File: src/rtl/tlp_xcvr_pkg.sv
// Shared types for the TLP transmit path.
// Chunk index, host QW address, chunk size and scheduler states.
package tlp_xcvr_pkg;

  localparam int F2C_PTR_WIDTH = 2;
  localparam int F2C_CHUNK_QWS = 16;

  typedef logic [F2C_PTR_WIDTH-1:0] F2CChunkIndex;
  typedef logic [28:0]              QwAddr;

  typedef enum logic [2:0] {
    S_IDLE,
    S_DHDR,
    S_DATA,
    S_MHDR,
    S_MDATA
  } SchedState;

endpackage

File: src/rtl/f2c_dma_sched.sv
// FPGA->CPU DMA scheduler: moves 128-byte chunks from the F2C FIFO
// into the host ring, each followed by a 1-QW write-pointer update.
// Ports:
//   pcieClk_in/pcieRst_in     clock, async active-high reset
//   dmaEnable_in              ring enable (low clears wrPtr)
//   f2cBase_in/mtrBase_in     host QW addresses of ring / metrics
//   rdPtr_in                  CPU consumer chunk index
//   srcLevel_in/srcData_in    source FIFO level and head
//   srcRead_out               source FIFO pop
//   txReq_out/txAck_in        header handshake
//   txQwAddr_out/txDwCount_out header fields
//   txData_out/txDataValid_out/txDataReady_in  payload handshake
//   wrPtr_out/busy_out        status
module f2c_dma_sched
  import tlp_xcvr_pkg::*;
#(
  parameter int CHUNK_QWS = F2C_CHUNK_QWS,
  parameter int PTR_WIDTH = F2C_PTR_WIDTH,
  parameter int LVL_WIDTH = 10
) (
  input  logic                 pcieClk_in,
  input  logic                 pcieRst_in,
  input  logic                 dmaEnable_in,
  input  logic [28:0]          f2cBase_in,
  input  logic [28:0]          mtrBase_in,
  input  logic [PTR_WIDTH-1:0] rdPtr_in,
  input  logic [LVL_WIDTH-1:0] srcLevel_in,
  input  logic [63:0]          srcData_in,
  output logic                 srcRead_out,
  output logic                 txReq_out,
  input  logic                 txAck_in,
  output logic [28:0]          txQwAddr_out,
  output logic [9:0]           txDwCount_out,
  output logic [63:0]          txData_out,
  output logic                 txDataValid_out,
  input  logic                 txDataReady_in,
  output logic [PTR_WIDTH-1:0] wrPtr_out,
  output logic                 busy_out
);

  localparam int BEAT_W = $clog2(CHUNK_QWS);

  SchedState            state;
  SchedState            state_nxt;
  logic [PTR_WIDTH-1:0] wr_ptr;
  logic [PTR_WIDTH-1:0] ptr_inc;
  logic [BEAT_W-1:0]    beat_cnt;
  logic                 full;
  logic                 have_chunk;
  logic                 beat_done;
  logic                 last_beat;
  QwAddr                chunk_off;

  assign ptr_inc    = wr_ptr + PTR_WIDTH'(1);
  // One slot is always left unused so full and empty differ.
  assign full       = (ptr_inc == rdPtr_in);
  assign have_chunk = (srcLevel_in >= LVL_WIDTH'(CHUNK_QWS));
  assign beat_done  = (state == S_DATA) && txDataReady_in;
  assign last_beat  = (beat_cnt == BEAT_W'(CHUNK_QWS - 1));
  assign chunk_off  = QwAddr'(wr_ptr) * QwAddr'(CHUNK_QWS);

  always_ff @(posedge pcieClk_in or posedge pcieRst_in) begin
    if (pcieRst_in)
      state <= S_IDLE;
    else
      state <= state_nxt;
  end

  always_comb begin
    state_nxt = state;
    unique case (state)
      S_IDLE:
        if (dmaEnable_in && !full && have_chunk)
          state_nxt = S_DHDR;
      S_DHDR:
        if (txAck_in)
          state_nxt = S_DATA;
      S_DATA:
        if (beat_done && last_beat)
          state_nxt = S_MHDR;
      S_MHDR:
        if (txAck_in)
          state_nxt = S_MDATA;
      S_MDATA:
        if (txDataReady_in)
          state_nxt = S_IDLE;
      default:
        state_nxt = S_IDLE;
    endcase
  end

  // Disable only clears the ring between chunks, never mid-TLP.
  always_ff @(posedge pcieClk_in or posedge pcieRst_in) begin
    if (pcieRst_in) begin
      wr_ptr   <= '0;
      beat_cnt <= '0;
    end else begin
      if (state == S_IDLE && !dmaEnable_in)
        wr_ptr <= '0;
      else if (beat_done && last_beat)
        wr_ptr <= ptr_inc;
      if (state == S_DHDR)
        beat_cnt <= '0;
      else if (beat_done)
        beat_cnt <= beat_cnt + BEAT_W'(1);
    end
  end

  always_comb begin
    txReq_out       = 1'b0;
    txQwAddr_out    = '0;
    txDwCount_out   = '0;
    txDataValid_out = 1'b0;
    txData_out      = '0;
    srcRead_out     = 1'b0;
    unique case (state)
      S_DHDR: begin
        txReq_out     = 1'b1;
        txQwAddr_out  = f2cBase_in + chunk_off;
        txDwCount_out = 10'(2 * CHUNK_QWS);
      end
      S_DATA: begin
        txDataValid_out = 1'b1;
        txData_out      = srcData_in;
        srcRead_out     = txDataReady_in;
      end
      S_MHDR: begin
        txReq_out     = 1'b1;
        txQwAddr_out  = mtrBase_in;
        txDwCount_out = 10'd2;
      end
      S_MDATA: begin
        txDataValid_out = 1'b1;
        txData_out      = 64'(wr_ptr);
      end
      default: ;
    endcase
  end

  assign wrPtr_out = wr_ptr;
  assign busy_out  = (state != S_IDLE);

endmodule

File: config.mk
export PLATFORM = sky130hd
export DESIGN_NAME = f2c_dma_sched
export DESIGN_NICKNAME = d
export VERILOG_FILES = /design/src/rtl/tlp_xcvr_pkg.sv /design/src/rtl/f2c_dma_sched.sv
export SDC_FILE = /design/constraint.sdc
export NUM_CORES = 1
export LEC_CHECK = 0
export CAP_MARGIN = 20
export CORE_AREA = 2 2 96 98
export CTS_BUF_LIST = sky130_fd_sc_hd__clkbuf_8 sky130_fd_sc_hd__clkbuf_16
export CTS_CLUSTER_SIZE = 14
export DETAILED_ROUTE_END_ITERATION = 10
export DIE_AREA = 0 0 98 100
export PLACE_DENSITY = 0.81
export SLEW_MARGIN = 20
export SYNTH_ARGS = -nofsm -noshare
export SYNTH_HDL_FRONTEND = slang
export SYNTH_SLANG_ARGS = --single-unit
File: constraint.sdc
create_clock -name pcieClk_in -period 4.9 [get_ports pcieClk_in]
set_input_delay 0.735 -clock pcieClk_in [delete_from_list [all_inputs] [get_ports pcieClk_in]]
set_output_delay 0.735 -clock pcieClk_in [all_outputs]
set_load 0.03 [all_outputs]
==> impl_metrics.py <==
metrics = {
    "timing": {
        "fin_skew_ns": 0.00236,
        "tns_ns": 0,
        "fin_crit_sh_pct": 88.4,
        "worst_slew_pin_slew_ns": 0.812,
        "slew_headroom_pct": 45.8,
        "hold_viol_final": 0,
        "grt_setup_unrepaired": "false",
        "finalSetupViolations": 0,
        "drv_slew": 0,
        "max_freq_ghz": 0.231,
        "finalWorstSetupSlack_ns": 0.567,
        "period_minus_slack_ns": 4.33,
    },
    "floorplanning": {
        "rows": 35,
        "core_area_um2": 8890,
        "ios": 248,
        "dieWidth_um": 98,
        "die_area_um2": 9800,
        "dieHeight_um": 100,
        "start_util_pct": 20.4,
    },
    "power": {
        "p_per_area_nw_per_um2": 447,
        "intPower_mw": 0.859,
        "seq_power_share_pct": 6.4,
        "share_comb_of_total_power_pct": 89.2,
        "total_power_mw": 1.91,
        "leakage_nw": 1.62,
        "clkPwrFrac_pct": 4.4,
        "switching_share_pct": 55.0,
        "switchingPower_mw": 1.05,
        "vdd_ir_drop_max_mv": 0.215,
    },
    "placed_design": {
        "dp.final_hpwl_um": 8070,
        "place.gp.congestion": 0.897,
        "portBuffers": 235,
        "place_ws_ns": 0.561,
    },
    "run": {
        "max_cap_violations": 0,
    },
    "grt": {
        "gr-total-overflow": 0,
        "grt_pass1_vias": 2611,
        "grt_usage_pct": 18.7,
        "grt_antenna_before_repair": 0,
        "grt_max_degree": 33,
        "grt_busiest_layer": "met2",
        "grt_pass1_wl_um": 14300,
        "globalRouteMet3Util_pct": 6.96,
        "gr-usage-met2_pct": 31.9,
        "use_met1_pct": 22.5,
    },
    "yosys": {
        "ys_ff_latch": 9,
        "yosysWarnings": 0,
        "netlist_area_um2": 1810,
        "synthCells": 262,
        "ys_seq_area_share_pct": 12.4,
        "ys_types": 39,
        "syn_avg_cell_area_um2": 6.92,
    },
    "finish": {
        "diodes": 0,
        "layout_common_cells": "clkdlybuf4s50_1 (235), and2_1 (64), nand2_1 (32), xor2_1 (21), nor2_1 (16)",
        "area_delta_synth_final_pct": 135,
        "final_common_cell": "clkdlybuf4s50_1",
        "num-nets-final": 630,
        "layout-drive-gt1-share_pct": 2.88,
    },
    "drt": {
        "num_vias": 2681,
        "ant_nets": 0,
        "viasPerCell": 4.49,
        "dr.pass1.iters": 4,
        "drtIter0Drc": 47,
        "drcViolationCount": 0,
        "routed_wl_um": 9660,
        "wire_per_inst_um": 16.2,
    },
    "setup_path": {
        "worstSetupPathType": "primary input to output port",
        "startpoint_type": "primary input",
        "timing.rr.start": "state[0]",
        "worstPathArrival_ns": 3.60,
        "path_buf_inv": 2,
        "r2r_cells": 5,
        "cp_cell_sequence": "clkdlybuf4s50_1 > ha_1 > fa_1 > nand2_1 > nor4_4 > nand3_1 > xor2_1 > o21ai_0 > clkdlybuf4s50_1",
        "crit_path_end_kind": "output port",
        "cpMaxStageDelayCell": "clkdlybuf4s50_1",
        "reg2reg_to": "beat_cnt[3]",
        "path_delay_family": "buffers and inverters",
        "crit_top_cell": "clkdlybuf4s50_1",
        "max_stage_delay_ns": 0.70,
        "required_ns": 4.16,
        "rrSetupSlack_ns": 2.82,
        "cp_max_fo": 7,
    },
    "clocking": {
        "cts_buffer_depth": 2,
        "ctsResizeCount": 0,
        "cts-buffers-inserted": 3,
        "cts_htree_levels": 1,
        "clk_transition_reported_paths_ns": 0.04,
        "cts_tree": "built",
        "numClockSinks": 9,
        "clockRootBuffer": "clkbuf_8",
        "cts_setup_buffers": 0,
        "holdBufCountCts": 0,
        "clk_latency_ns": 0.23,
    },
    "status": {
        "status": "finished, final reports clean",
    },
    "worst_hold_path": {
        "hold_path_startpoint": "beat_cnt[3]",
        "hold_depth": 2,
        "hold_end": "beat_cnt[3]",
        "min_path_type": "flip-flop to flip-flop",
    },
}
==> flip-flops by register name, indices dropped and copies added, names as in the netlist <==
register	flops
beat_cnt	4
state	3
wrPtr_out	2
==> worst register-to-register path, stage by stage, from the launching register on <==
cell and delay (ns):
dfrtp_1 0.51, nor3b_4 0.73, and2_1 0.35, nand4_1 0.14
xor2_1 0.16, nor2_1 0.05
==> final cells by class <==
cell class / instances / area (um2)
fillers: 840 / 4620
clock inverters: 1 / 3.75
clock buffers: 3 / 41.3
flip-flops and latches: 9 / 225
inverters: 6 / 22.5
multi-input cells: 230 / 1470
well taps: 111 / 139
repair buffers: 237 / 2370
==> layer usage <==
metal	wire [um]	vias to the layer above	part of all wire [%]
met1	3870	1216	40
met3	1180	7	12
met2	4500	148	47
met5	0	-	0
met4	100	0	1.0
li1	-	1310	-
==> logic make-up after synthesis <==
group           after synthesis  synth area share (%)
other cells                   1                 0.207
buf+inv                      30                  8.01
fa+ha+maj                     4                  3.17
flops                         9                  12.4
compound gates               39                  13.9
xor+xnor                     30                  14.5
simple gates                149                  47.8
==> through the flow <==
stage	area (um2)	std cells	hold WS [ns]	utilization [%]
after floorplan	1840	269	0.502	-
after CTS	4270	597	0.544	48.0
final	4270	597	0.547	48.0
after global placement	4220	593	0.524	47.5
after global routing	4270	597	0.587	48.0
after detailed placement	4220	593	0.531	47.5
==> Yosys cell counts <==
master    number  area share, %
and2_1        64             22
nand2_1       32            6.6
xor2_1        21             10
nor2_1        16            3.3
clkbuf_1      14            2.9
o21ai_0       14            3.9
nand3_1       11            3.0
dfrtp_1        9             12
nand4_1        9            3.1
xnor2_1        9            4.3
buf_4          8            3.3
o21ai_1        7            1.9
a22o_1         6            2.9
inv_1          6            1.2
and3_1         4            1.4
ha_1           3            2.1
a21oi_1        2           0.55
a22oi_1        2           0.83
nand2b_1       2           0.69
nor4_1         2           0.69
nor4_4         2            2.3
o21ai_2        2           0.97
a21o_1         1           0.41
a221oi_1       1           0.48
a32oi_1        1           0.48
and4_1         1           0.48
buf_2          1           0.28
clkbuf_2       1           0.28
conb_1         1           0.21
fa_1           1            1.1
nand4_2        1           0.69
nand4_4        1            1.2
nor2b_1        1           0.35
nor3b_1        1           0.41
nor3b_4        1            1.0
o21ba_2        1           0.55
o31a_1         1           0.48
o41ai_1        1           0.48
or3_1          1           0.35
==> power groups by stage <==
stage          clock [mW]  sequential, mW  combinational, mW
6_report           0.0841           0.122               1.70
5_1_grt            0.0919           0.128               1.80
4_1_cts            0.0873           0.121               1.72
3_5_place_dp            0           0.122               1.70
3_3_place_gp            0           0.120               1.70
2_1_floorplan           0           0.109              0.971
==> how the worst max path moves through the flow <==
stage / to / start / depth (start not counted)
after floorplan: txQwAddr_out[22] / f2cBase_in[4] / 7
after CTS: txQwAddr_out[22] / f2cBase_in[4] / 9
after detailed placement: txQwAddr_out[22] / f2cBase_in[4] / 9
after global routing: txQwAddr_out[18] / f2cBase_in[4] / 9
final: txQwAddr_out[18] / f2cBase_in[4] / 9
after global placement: txQwAddr_out[22] / f2cBase_in[4] / 9
No activity file was read; power rests on OpenSTA's default activity.
